==> src/rtl/crc32_pkg.sv <==
// Shared definitions for the streaming CRC-32 engine: FSM encoding,
// default polynomial/seed/output mask and a bit-reversal helper.
package crc32_pkg;

   typedef enum logic [1:0] {
      ST_IDLE   = 2'd0,
      ST_ACCUM  = 2'd1,
      ST_RESULT = 2'd2
   } crc_state_t;

   localparam logic [31:0] CRC_POLY    = 32'h04C11DB7;
   localparam logic [31:0] CRC_INIT    = 32'hFFFFFFFF;
   localparam logic [31:0] CRC_XOR_OUT = 32'hFFFFFFFF;

   function automatic logic [31:0] reflect32(input logic [31:0] v);
      logic [31:0] r;
      for (int i = 0; i < 32; i++) begin
         r[i] = v[31-i];
      end
      return r;
   endfunction

endpackage

==> src/rtl/crc32_byte_step.sv <==
// Combinational one-byte CRC update. In reflected mode the register is kept in
// the reflected domain, so no output bit reversal is needed downstream.
module crc32_byte_step
   import crc32_pkg::*;
#(
   parameter logic [31:0] POLY    = CRC_POLY,
   parameter int          REFLECT = 1
) (
   input  logic [31:0] crc_i,
   input  logic [7:0]  data_i,
   output logic [31:0] crc_o
);

   localparam logic [31:0] POLY_R = reflect32(POLY);

   generate
      if (REFLECT != 0) begin : g_refl
         always_comb begin
            logic [31:0] c;
            c       = crc_i;
            c[7:0]  = c[7:0] ^ data_i;
            for (int b = 0; b < 8; b++) begin
               c = c[0] ? ((c >> 1) ^ POLY_R) : (c >> 1);
            end
            crc_o = c;
         end
      end else begin : g_norm
         always_comb begin
            logic [31:0] c;
            c        = crc_i;
            c[31:24] = c[31:24] ^ data_i;
            for (int b = 0; b < 8; b++) begin
               c = c[31] ? ((c << 1) ^ POLY) : (c << 1);
            end
            crc_o = c;
         end
      end
   endgenerate

endmodule

==> src/rtl/crc32_stream.sv <==
// Streaming CRC-32: absorbs one DATA_BYTES-wide beat per clock, with a byte-valid
// mask on the final beat, and presents the result behind a valid/ready handshake.
module crc32_stream
   import crc32_pkg::*;
#(
   parameter int          DATA_BYTES = 4,
   parameter logic [31:0] POLY       = CRC_POLY,
   parameter logic [31:0] INIT       = CRC_INIT,
   parameter logic [31:0] XOR_OUT    = CRC_XOR_OUT,
   parameter int          REFLECT    = 1
) (
   input  logic                    clk,
   input  logic                    rst,
   input  logic                    start,
   input  logic                    in_valid,
   output logic                    in_ready,
   input  logic [8*DATA_BYTES-1:0] in_data,
   input  logic [DATA_BYTES-1:0]   in_keep,
   input  logic                    in_last,
   output logic                    out_valid,
   input  logic                    out_ready,
   output logic [31:0]             out_crc,
   output logic                    busy
);

   crc_state_t                     state_q, state_d;
   logic [31:0]                    crc_q, crc_d;
   logic                           accept;
   logic [DATA_BYTES-1:0]          lane_en;
   logic [DATA_BYTES:0][31:0]      chain;
   logic [DATA_BYTES-1:0][31:0]    step;

   assign in_ready = !start && (state_q != ST_RESULT);
   assign accept   = in_valid && in_ready;

   assign chain[0] = (state_q == ST_IDLE) ? INIT : crc_q;

   // Lanes are enabled up to the first cleared keep bit; keep only matters on the last beat.
   always_comb begin
      logic run;
      run     = 1'b1;
      lane_en = '0;
      for (int i = 0; i < DATA_BYTES; i++) begin
         run        = run && (!in_last || in_keep[i]);
         lane_en[i] = run;
      end
   end

   generate
      for (genvar g = 0; g < DATA_BYTES; g++) begin : g_lane
         crc32_byte_step #(
            .POLY    (POLY),
            .REFLECT (REFLECT)
         ) u_step (
            .crc_i  (chain[g]),
            .data_i (in_data[8*g +: 8]),
            .crc_o  (step[g])
         );
         assign chain[g+1] = lane_en[g] ? step[g] : chain[g];
      end
   endgenerate

   always_comb begin
      state_d = state_q;
      crc_d   = crc_q;
      if (start) begin
         state_d = ST_IDLE;
         crc_d   = INIT;
      end else begin
         case (state_q)
            ST_IDLE, ST_ACCUM: begin
               if (accept) begin
                  crc_d   = chain[DATA_BYTES];
                  state_d = in_last ? ST_RESULT : ST_ACCUM;
               end
            end
            ST_RESULT: begin
               if (out_ready) begin
                  state_d = ST_IDLE;
                  crc_d   = INIT;
               end
            end
            default: begin
               state_d = ST_IDLE;
               crc_d   = INIT;
            end
         endcase
      end
   end

   always_ff @(posedge clk or posedge rst) begin
      if (rst) begin
         state_q <= ST_IDLE;
         crc_q   <= INIT;
      end else begin
         state_q <= state_d;
         crc_q   <= crc_d;
      end
   end

   assign out_valid = (state_q == ST_RESULT);
   assign busy      = (state_q != ST_IDLE);
   assign out_crc   = crc_q ^ XOR_OUT;

endmodule

==> config.mk <==
export PLATFORM = sky130hd
export DESIGN_NAME = crc32_stream
export DESIGN_NICKNAME = d
export VERILOG_FILES = /design/src/rtl/crc32_pkg.sv /design/src/rtl/crc32_byte_step.sv /design/src/rtl/crc32_stream.sv
export SDC_FILE = /design/constraint.sdc
export NUM_CORES = 1
export LEC_CHECK = 0
export BUFFER_PORTS_ARGS = -buffer_cell sky130_fd_sc_hd__buf_2
export CAP_MARGIN = 20
export CORE_ASPECT_RATIO = 1.1
export CORE_MARGIN = 2
export CORE_UTILIZATION = 35
export CTS_CLUSTER_SIZE = 40
export DETAILED_ROUTE_END_ITERATION = 10
export PLACE_DENSITY = 0.56
export SLEW_MARGIN = 30
export SYNTH_ARGS = -nofsm -noshare
export SYNTH_HDL_FRONTEND = slang
export SYNTH_HIERARCHICAL = 1
export SYNTH_SLANG_ARGS = --single-unit
==> constraint.sdc <==
create_clock -name clk -period 8.1 [get_ports clk]
set_input_delay 0 -clock clk [delete_from_list [all_inputs] [get_ports clk]]
set_output_delay 0 -clock clk [all_outputs]
set_load 0.05 [all_outputs]
* Word-level counts from Yosys, hierarchy flattened
Cells that the tools add are included.
** Cells by class
- $add $sub $neg :: 0
- Muxes and demuxes :: 46
- Reduce and logical (&&, ||, !) cells :: 15
- Multipliers :: 0
- Magnitude comparators :: 0
- Equal/unequal tests :: 5
- Div/mod/pow operators :: 0
- Shift operators :: 0
- Bitwise logic cells :: 37
** Operators with widths (count)
- $mux W32 :: 40
- $not A13 Y14 :: 32
- $pmux W32 S2 :: 1
- $not A32 Y32 :: 1
- $xor A8 B8 Y8 :: 4
- $mux W2 :: 4
- $logic_and A1 B1 Y1 :: 5
- $logic_or A1 B1 Y1 :: 4
- $pmux W2 S2 :: 1
- $ne A3 B2 Y1 const B :: 1
- $ne A3 B3 Y1 const B :: 1
- $eq A2 B1 Y1 const B :: 1
- $eq A2 B2 Y1 const B :: 1
- $logic_not A1 Y1 :: 2
- $logic_not A2 Y1 :: 1
- $ne A2 B2 Y1 const B :: 1
- $reduce_and A2 Y1 :: 1
- $reduce_bool A2 Y1 :: 1
- $reduce_or A2 Y1 :: 1
** Word-level totals
- Latch bits :: 0
- Register bits after elaboration :: 34
- Logic and storage cells :: 105
- Memory bits (read-only) :: 0
- Input bits :: 42
- Output and inout port bits :: 35
- Memories kept :: 0
- RAM bits :: 0

* Depth between registers and ports, before layout
Gate-level depths: netlist of run 1.
- Depth in word-level cells :: 77
- Mapped depth :: 26
- Mapped depth without buffers :: 24

* Hierarchy
Netlist of run 1, hierarchy kept.
** By module, submodules not included
- crc32_stream :: area an instance 4137.7 sq um, cells each 492, times used 1
- crc32_byte_step :: area an instance 848.3 sq um, cells each 71, times used 4

* Worst setup path before layout of run 1
OpenSTA, ideal clock, no wires.
- Path kind :: register to register
- Start :: reg state_q[1]
- End :: reg crc_q[19]
- Path slack :: 2.133 ns
- Path buffers :: 2
- Cell stages (with the launch flop) :: 26
- Library setup time :: 0.072 ns
- Arrival time :: 5.895 ns
- Cells stage by stage :: dfrtp_1 > buf_2 > buf_4 > o21bai_1 > xor2_4 > xnor3_2 > xnor2_1 > mux2_4 > xnor2_2 > xnor2_4 > xnor2_1 > xnor2_1 > and2b_1 > a21o_1 > xnor2_1 > xnor2_2 > xnor2_1 > nor2_1 > nor2_1 > xor2_4 > xnor3_2 > xor2_1 > xnor2_1 > a21boi_0 > o22ai_1 > o21ai_1
** RTL lines
- start: declaration :: RTL line crc32_stream.sv:26 : crc_state_t state_q, state_d;
- start signal: assignment :: RTL line crc32_stream.sv:96 : state_q <= state_d;
- end signal: assignment :: RTL line crc32_stream.sv:97 : crc_q <= crc_d;
- end: declaration :: RTL line crc32_stream.sv:27 : logic [31:0] crc_q, crc_d;

==> results by group, run 1 <==
Routing
  • DR WL/cell: roughly 23 µm
  • Vias: 5883
  • DRT Pass-1 Iters: 5
  • Initial DRC count: approximately 550
  • Routed WL: around 26 mm
  • Avg Vias per Cell: about 5.3
  • Number of remaining DRC errors: 0
  • Detail Route Antenna Nets: 0

Layout
  • Layout Nets: between 800 and 900
  • Post-Layout Cell Count: between 1000 and 1500
  • Area Growth Syn to Fin: 9.97%
  • Post-layout util: a little under 40%
  • Layout cells sized above 1: roughly 32%
  • Fill cells: ~2100
  • Register area: 891 µm²
  • # diodes: 0
  • Area occupied by multi-input gates: about 6200 µm²

Floorplanning
  • Die height: between 150 and 200 µm
  • Overall die width: between 100 and 150 µm
  • Area of the die: about 23000 µm²
  • I/O pin count: 77
  • Starting Density: between 30% and 40%
  • Row count: 56
  • Core area: roughly 21000 µm²

Global route
  • Grt total ovfl: 0
  • First-pass GRT wire length: slightly below 40 mm
  • GRT Util Overall: a little under a quarter
  • Antenna violations before repair: 0
  • Pin count of the biggest net entering global routing: 65
  • Vias in the first global route: about 6000

Synthesis
  • EDFF count, synth: 0
  • Synthesized area per cell: between 9 and 10 µm²
  • Most instantiated cells after synthesis: 172 x xnor2_1, 68 x nor2_1, 38 x inv_1
  • Largest family of logic cells by synthesized area: XOR/XNOR gates
  • Share of the synthesized area in the top cell type: approximately a fifth
  • Simple-gate share of the synthesized area: under 10%
  • Post-synthesis adder-cell area fraction: 0%
  • Top post-synthesis cells by area: xnor2_1 20%, dfstp_2 11%, xnor2_4 7.3%
  • Seq/Total Area, Yosys: a little under an eighth
  • Most common cell in the synthesized netlist: xnor2_1
  • Mapped Nets: approximately 800
  • Post-synthesis mux area share: about 6.4%
  • Post-synth top flop: dfstp_2
  • Yosys cell types: 42
  • Post-synthesis register bit count: 34
  • XOR/XNOR Fraction of Synth Area: around 45%
  • Yosys warnings: 6
  • Async SR Flop Fraction: between 90% and 100%
  • Compound-Gate Fraction of Synth Area: a little under a quarter
  • Area leader, netlist: xnor2_1
  • Gate Count Post-Synth: ~780
  • Mapped cell area: ~7500 µm²

Timing
  • Slew Limit Fails: 0
  • Final Hold Viols: 0
  • Final Setup Violations: 0
  • Worst Clk Skew: approximately 0.0064 ns
  • Hold_ws: slightly below 0.01 ns
  • F_max: 0.139 GHz
  • Worst slew pin tran: 0.900 ns
  • Fin crit share: between 80% and 90%
  • TNS Setup: 0 ns
  • RSZ-0062 raised after global routing: no
  • Slew headroom: between 30% and 40%
  • Crit path time final: about 7.2 ns

Worst setup path
  • Setup crit start kind: flip-flop
  • Data arrival, critical path: ~7.4 ns
  • Critical Path End Type: flip-flop
  • Critical path peak fanout: 12
  • Crit Path Category: flip-flop to flip-flop
  • Critical Path RT: about 8.3 ns

Clocking
  • Clk Latency, worst-skew pair: between 0.2 and 0.3 ns
  • Total CTS buffers: 5
  • Cts hold-fix bufs: 1
  • Root buffer cell: clkbuf_16
  • CTS max path bufs: 2
  • CTS H-Tree Depth: 2
  • CTS tree: built
  • Setup Fix Bufs, Post-CTS: 0
  • Reg clk slew, reported paths: about 0.060 ns
  • CTS sink count: 34
  • Post_cts resized: 0

Placement
  • Final GP Congestion: 0.934
  • # port buffers: 76
  • HPWL after DPL: ~20 mm
  • Placed cell count: between 1000 and 1500

Min path
  • HP Class: input pin to flip-flop

Run
  • MaxCap Viol Count: 0

Status
  • Outcome: complete, no violations
[registers in the layout, indices dropped and copies added (netlist names)]
name	count
state_q	2
crc_q	32
[area by class of cell]
class,count,area share [%]
clock buffer,6,1.68
clock inverter,2,0.151
inverter,38,1.72
multi-input combinational,652,75.0
sequential,34,10.8
tap,290,4.38
timing repair buffer,95,6.35
[per-stage QoR]
step | instance area [µm²] | worst slack [ns]
6_report | 8280 | 0.905
5_1_grt | 8280 | 0.527
4_1_cts | 8280 | 0.981
3_5_place_dp | 8120 | 1.03
3_3_place_gp | 8120 | 0.989
2_1_floorplan | 7530 | 2.13
[cells by family after synthesis]
group | after synthesis
simple gates | 111
xor+xnor | 280
compound gates | 229
buf+inv | 90
mux | 32
flops | 34
[worst paths after layout]
| path | endpoint | cells after the start | slack (ns) | startpoint |
|---|---|---|---|---|
| worst max-delay path | crc_q[22]$_DFFE_PP1P_ | 23 | 0.90 | state_q[1]$_DFFE_PP0P_ |
| worst min-delay path | state_q[1]$_DFFE_PP0P_ | 2 | 0.01 | start |
| worst max register to register | crc_q[22]$_DFFE_PP1P_ | 23 | 0.90 | state_q[1]$_DFFE_PP0P_ |
| worst min register to register | crc_q[12]$_DFFE_PP1P_ | 2 | 0.61 | crc_q[12]$_DFFE_PP1P_ |
| max in group asynchronous | crc_q[9]$_DFFE_PP1P_ | 4 | 7.34 | rst |
| min in group asynchronous | state_q[0]$_DFFE_PP0P_ | 4 | 0.40 | rst |
[routing by layer]
layer	track usage (%)	vias up	wire, µm
met1	31.4	2876	11500
li1	-	2767	-
met2	38.2	199	12200
met3	2.78	41	1400
met4	8.92	0	1020
met5	0	-	0
[placed cells by master, fill, tap and decap left out, drive strengths merged]
cell	n
a21boi	33
xnor3	12
nor3	1
buf	94
dlygate4sd3	1
nand4	1
dfstp	32
xor2	44
clkbuf	6
o21bai	32
o221ai	32
and2b	15
nand3b	1
o22ai	32
nor2b	19
nand3	1
nand2b	1
dfrtp	2
and2	2
inv	38
xor3	4
nand2	2
mux2	32
xnor2	220
a21o	32
o21ai	33
a211oi	32
clkinvlp	1
clkinv	1
nor2	68
a21oi	3
[critical path, stage by stage, from the launching register on]
cell,delay (ns)
dfrtp_1,0.56
o21bai_1,0.19
xnor2_2,0.45
xor2_1,0.48
xnor2_1,0.17
mux2_4,0.34
xnor2_2,0.49
xnor2_1,0.35
xor2_1,0.24
xnor2_1,0.16
and2b_1,0.18
a21o_1,0.20
xnor2_2,0.54
xnor2_2,0.28
xnor2_1,0.30
nor2_1,0.08
nor2_1,0.30
xor2_4,0.32
xnor3_2,0.58
xnor2_1,0.22
xnor2_1,0.13
a21boi_0,0.33
o22ai_1,0.11
o21ai_1,0.11
Power of run 1 is left out: the tool's default activity adds up to more than one toggle a clock period on the data nets, which glitch-free logic cannot reach.
==> run 2, diff against run 1 <==
- CTS_BUF_LIST: default -> sky130_fd_sc_hd__clkbuf_8
==> run 2 against run 1 <==
Register-to-register slack improved by 0.02 ns. Global-route usage barely moved. Cell count barely moved. Sequential share of layout area rose by 0.060 points. Non-clock buffer count rose by 1. Utilization fell by 0.22 points. Die area did not move. Critical path depth did not move. Hold slack improved by 0.012 ns. Wire length rose by 0.11%. Largest cell class unchanged.
==> results by group, run 2 (same netlist as run 1, synthesis figures left out) <==
Worst setup path
  • Crit Reg-Reg Startpoint: state_q[1]$_DFFE_PP0P_
  • R2R Setup Slk: 0.92 ns (+0.02 ns)
  • Critical path's largest stage delay: 0.58 ns (about the same)
  • Crit Path Category: flip-flop to flip-flop
  • Worst Reg-to-Reg Cells: 23 (unchanged)
  • CP Buf/Inv Count: 0 (unchanged)
  • Crit path top cell by count: xnor2_1
  • Critical path peak fanout: 12 (unchanged)
  • Stages on the worst setup path: 23 (unchanged)
  • Data arrival, critical path: 7.41 ns (about the same)
  • CP Cell Sequence: o21bai_1, xnor2_2, xor2_1, xnor2_1, mux2_4, xnor2_2, xnor2_1, xor2_1, xnor2_1, and2b_1, a21o_1, xnor2_2, xnor2_2, xnor2_1, nor2_1, nor2_1, xor2_4, xnor3_2, xnor2_1, xnor2_1, a21boi_0, o22ai_1, o21ai_1
  • Reg-to-reg endpoint: crc_q[22]$_DFFE_PP1P_
  • Crit-path slowest cell: xnor3_2
  • Worst Setup SP: state_q[1]$_DFFE_PP0P_
  • Setup crit start kind: flip-flop
  • Critical Path End Type: flip-flop
  • Critical Path RT: 8.34 ns (+0.02 ns)
  • CP top delay family: XOR/XNOR gates

Min path
  • HP Class: input pin to flip-flop
  • Hold depth: 2 (unchanged)
  • WHS Endpoint: state_q[0]$_DFFE_PP0P_
  • Worst Hold Launch: in_valid

Clocking
  • CTS H-Tree Depth: 2 (unchanged)
  • CTS tree: built
  • Reg clk slew, reported paths: 0.09 ns (+0.03 ns)
  • Post_cts resized: 0 (unchanged)
  • Setup Fix Bufs, Post-CTS: 0 (unchanged)
  • CTS sink count: 34 (unchanged)
  • Total CTS buffers: 5 (unchanged)
  • CTS max path bufs: 2 (unchanged)
  • Root buffer cell: clkbuf_8
  • Clk Latency, worst-skew pair: 0.32 ns (+0.03 ns)
  • Cts hold-fix bufs: 2 (+1)

Timing
  • Hold_ws: 0.0214 ns (+0.0117 ns)
  • RSZ-0062 raised after global routing: no
  • Worst Clk Skew: 0.0116 ns (+0.00516 ns)
  • Slew Limit Fails: 0 (unchanged)
  • Final Hold Viols: 0 (unchanged)
  • Crit path time final: 7.18 ns (-0.0200 ns)
  • TNS Setup: 0 ns (unchanged)
  • Final Setup Violations: 0 (unchanged)
  • F_max: 0.139 GHz (+0.28%)
  • Worst slew pin tran: 0.865 ns (-0.0350 ns)
  • Fin crit share: 88.6% (-0.25 points)
  • Slew headroom: 42.1% (+2.3 points)

Layout
  • Biggest register: crc_q
  • Largest regs: crc_q (32), state_q (2)
  • Final Cell Area: 8240 µm² (-0.56%)
  • Commonest non-fill, non-tap cells in the layout: 172 x xnor2_1, 76 x buf_2, 68 x nor2_1
  • Layout Nets: 869 (+0.12%)
  • Layout cells sized above 1: 32.0% (-0.039 points)
  • Post-Layout Cell Count: 1118 (+0.090%)
  • Number of flip-flops in the largest register: 32 (unchanged)
  • # diodes: 0 (unchanged)
  • Area Growth Syn to Fin: 9.35%
  • Most common cell after layout, fill and taps aside: xnor2_1

Floorplanning
  • Overall die width: 144 µm (unchanged)
  • Starting Density: 35.5% (unchanged)
  • Die height: 158 µm (unchanged)
  • Area of the die: 22700 µm² (unchanged)
  • Row count: 56 (unchanged)
  • Core area: 21200 µm² (unchanged)
  • I/O pin count: 77 (unchanged)

Routing
  • Avg Vias per Cell: 5.29 (+0.44%)
  • DRT Pass-1 Iters: 5 (unchanged)
  • Initial DRC count: 511 (-6.6%)
  • Number of remaining DRC errors: 0 (unchanged)
  • Detail Route Antenna Nets: 0 (unchanged)
  • Routed WL: 26.1 mm (+0.11%)
  • Vias: 5914 (+0.53%)
  • DR WL/cell: 23.4 µm (about the same)

Placement
  • Final GP Congestion: 0.934 (unchanged)
  • HPWL after DPL: 20.4 mm (unchanged)
  • Placed Area: 8120 µm² (unchanged)
  • # port buffers: 76 (unchanged)
  • Placed cell count: 1108 (unchanged)

Run
  • MaxCap Viol Count: 0 (unchanged)

Global route
  • Antenna violations before repair: 0 (unchanged)
  • GRT Util Overall: 23.3% (about the same)
  • First-pass GRT wire length: 38.6 mm (unchanged)
  • Pin count of the biggest net entering global routing: 65 (unchanged)
  • Vias in the first global route: 5992 (+0.39%)
  • Grt total ovfl: 0 (unchanged)

Status
  • Outcome: complete, no violations
-- run 2: worst max path at each step --
stage	slack [ns]	endpoint
global placement	0.99	crc_q[22]$_DFFE_PP1P_
floorplan	2.13	crc_q[19]$_DFFE_PP1P_
finish	0.92	crc_q[22]$_DFFE_PP1P_
CTS	0.98	crc_q[22]$_DFFE_PP1P_
detailed placement	1.03	crc_q[22]$_DFFE_PP1P_
global route	0.52	crc_q[22]$_DFFE_PP1P_
-- run 2: per-stage QoR --
stage	worst slack, ns	utilization (%)
3_5_place_dp	1.03	38.2
3_3_place_gp	0.989	38.2
5_1_grt	0.522	38.8
6_report	0.925	38.8
4_1_cts	0.975	38.8
2_1_floorplan	2.13	-
-- run 2: area by class of cell --
type                       instances  area, µm²
sequential                        34        891
inverter                          38        143
multi-input combinational        652       6210
fill                            2159      13000
tap                              290        363
timing repair buffer              96        536
clock inverter                     2       12.5
clock buffer                       6       82.6
-- run 2: per-layer routing --
layer  vias to the layer above  global-route usage [%]  wire length [µm]
met2                       213                    38.0             12100
met3                        46                    3.24              1470
met5                         -                       0                 0
li1                       2773                       -                 -
met4                         0                    9.20              1050
met1                      2882                    31.2             11500
Power of run 2 is left out for the same reason.
==> run 3, diff against run 2 <==
- CORE_MARGIN: 2 -> 3
- GPL_TIMING_DRIVEN: default -> 0
==> run 3 against run 2 <==
First-iteration DRC count is 21% higher. Sequential share of layout area is 0.22 points lower. Cell count increased by 2.8%. Highest routed layer unchanged. Count of clock-buffer cells in the layout unchanged. Design area up 2.0%. Register-to-register slack got worse by 0.08 ns. Worst setup slack got worse by 0.084 ns. Clock skew fell by 0.0023 ns.
==> results by group, run 3 (same netlist as run 1, synthesis figures left out) <==
Clocking
  • Reg clk slew, reported paths: 0.08 ns (about the same)
  • CTS H-Tree Depth: 2 (unchanged)
  • CTS tree: built
  • CTS max path bufs: 2 (unchanged)
  • Total CTS buffers: 5 (unchanged)
  • Root buffer cell: clkbuf_8
  • Clk Latency, worst-skew pair: 0.30 ns (-0.02 ns)
  • Post_cts resized: 0 (unchanged)
  • CTS sink count: 34 (unchanged)

Layout
  • # diodes: 0 (unchanged)
  • Commonest non-fill, non-tap cells in the layout: 172 x xnor2_1, 95 x buf_2, 68 x nor2_1
  • Fill cells: 2119 (-1.9%)
  • Post-layout util: 40.3% (+1.5 points)
  • Layout cells sized above 1: 32.1% (+0.055 points)
  • Area Growth Syn to Fin: 11.6%
  • Biggest register: crc_q
  • Layout Nets: 905 (+4.1%)
  • Number of flip-flops in the largest register: 32 (unchanged)
  • Largest regs: crc_q (32), state_q (2)
  • Most common cell after layout, fill and taps aside: xnor2_1

Routing
  • DR WL/cell: 23.6 µm (+1.2%)
  • DRT Pass-1 Iters: 5 (unchanged)
  • Routed WL: 27.2 mm (+4.0%)
  • Initial DRC count: 619 (+21%)
  • Vias: 6127 (+3.6%)
  • Detail Route Antenna Nets: 0 (unchanged)
  • Number of remaining DRC errors: 0 (unchanged)
  • Avg Vias per Cell: 5.33 (+0.81%)

Timing
  • Worst slew pin tran: 0.778 ns (-0.0863 ns)
  • Final Hold Viols: 0 (unchanged)
  • Crit path time final: 7.26 ns (+0.0838 ns)
  • F_max: 0.138 GHz (-1.2%)
  • Final Setup Violations: 0 (unchanged)
  • Worst Clk Skew: 0.00925 ns (-0.00233 ns)
  • Slew Limit Fails: 0 (unchanged)
  • TNS Setup: 0 ns (unchanged)
  • Slew headroom: 47.7% (+5.7 points)
  • Fin crit share: 89.6% (+1.0 points)
  • RSZ-0062 raised after global routing: no

Min path
  • Worst Hold Launch: in_last
  • WHS Endpoint: crc_q[6]$_DFFE_PP1P_
  • HP Class: input pin to flip-flop
  • Hold depth: 5 (+3)

Worst setup path
  • Crit-path slowest cell: xnor2_1
  • Crit Path Category: flip-flop to flip-flop
  • Data arrival, critical path: 7.47 ns (+0.06 ns)
  • Critical Path RT: 8.31 ns (-0.03 ns)
  • Critical path's largest stage delay: 0.62 ns (+0.04 ns)
  • CP Buf/Inv Count: 2 (+2)
  • Reg-to-reg endpoint: crc_q[19]$_DFFE_PP1P_
  • Crit Reg-Reg Startpoint: state_q[1]$_DFFE_PP0P_
  • Critical path peak fanout: 10 (-2)
  • Setup crit start kind: flip-flop
  • CP top delay family: XOR/XNOR gates
  • Worst Reg-to-Reg Cells: 25 (+8.7%)
  • Worst Setup SP: state_q[1]$_DFFE_PP0P_
  • R2R Setup Slk: 0.84 ns (-0.08 ns)
  • Critical Path End Type: flip-flop
  • Crit path top cell by count: xnor2_1

Global route
  • First-pass GRT wire length: 40.5 mm (+5.1%)
  • Pin count of the biggest net entering global routing: 35 (-46%)
  • Vias in the first global route: 6253 (+4.4%)
  • GRT Util Overall: 22.9% (-0.41 points)
  • Grt total ovfl: 0 (unchanged)
  • Antenna violations before repair: 0 (unchanged)

Placement
  • # port buffers: 76 (unchanged)
  • Final GP Congestion: 0.975 (+4.4%)
  • HPWL after DPL: 22.6 mm (+11%)

Floorplanning
  • Die height: 160 µm (+1.3%)
  • Area of the die: 23300 µm² (+2.7%)
  • Starting Density: 36.1% (+0.64 points)
  • Row count: 55 (-1.8%)
  • Core area: 20900 µm² (-1.8%)
  • Overall die width: 146 µm (+1.4%)
  • I/O pin count: 77 (unchanged)

Run
  • MaxCap Viol Count: 0 (unchanged)

Status
  • Outcome: complete, no violations
run 3: per-stage QoR:
stage               worst slack [ns]  instance area (µm²)  instances  hold WS [ns]
finish                         0.841                 8400       1149         0.346
detailed placement             0.962                 8270       1137         0.189
floorplan                       2.13                 7530        776        0.0631
global placement               0.917                 8270       1137         0.232
global route                   0.576                 8400       1149         0.423
CTS                            0.923                 8400       1149         0.322
run 3: final cells by class:
cell class	instances	area, µm²	area share, %
multi-input combinational	652	6190	73.7
inverter	38	143	1.70
timing repair buffer	80	420	5.00
tap	285	357	4.24
clock inverter	2	12.5	0.149
sequential	34	891	10.6
buffer	52	305	3.63
clock buffer	6	82.6	0.983
run 3: worst max-delay path by stage:
stage                                 end  cells after the start  slack [ns]
global route        crc_q[23]$_DFFE_PP1P_                     25        0.58
CTS                 crc_q[19]$_DFFE_PP1P_                     25        0.92
finish              crc_q[19]$_DFFE_PP1P_                     25        0.84
floorplan           crc_q[19]$_DFFE_PP1P_                     25        2.13
global placement    crc_q[19]$_DFFE_PP1P_                     25        0.92
detailed placement  crc_q[20]$_DFFE_PP1P_                     25        0.96
run 3: routing by layer:
layer / vias to the layer above / part of all wire (%) / GRT usage [%]
met3: 53 / 4.6 / 1.70
met5: - / 0 / 0
met2: 245 / 49 / 39.3
met4: 0 / 3.7 / 8.25
met1: 2977 / 43 / 30.4
li1: 2852 / - / -
run 3: tightest hold or removal path: cells and delay by family:
kind	cells	cell delay [ns]
buffers and inverters	2	0.33
AOI/OAI and AO/OA	3	0.32
run 3: repair_timing:
action,in CTS,in global routing
hold buffers,4,0
endpoints found under the hold margin,4,0
buffers inserted,0,0
Power of run 3 is left out for the same reason.
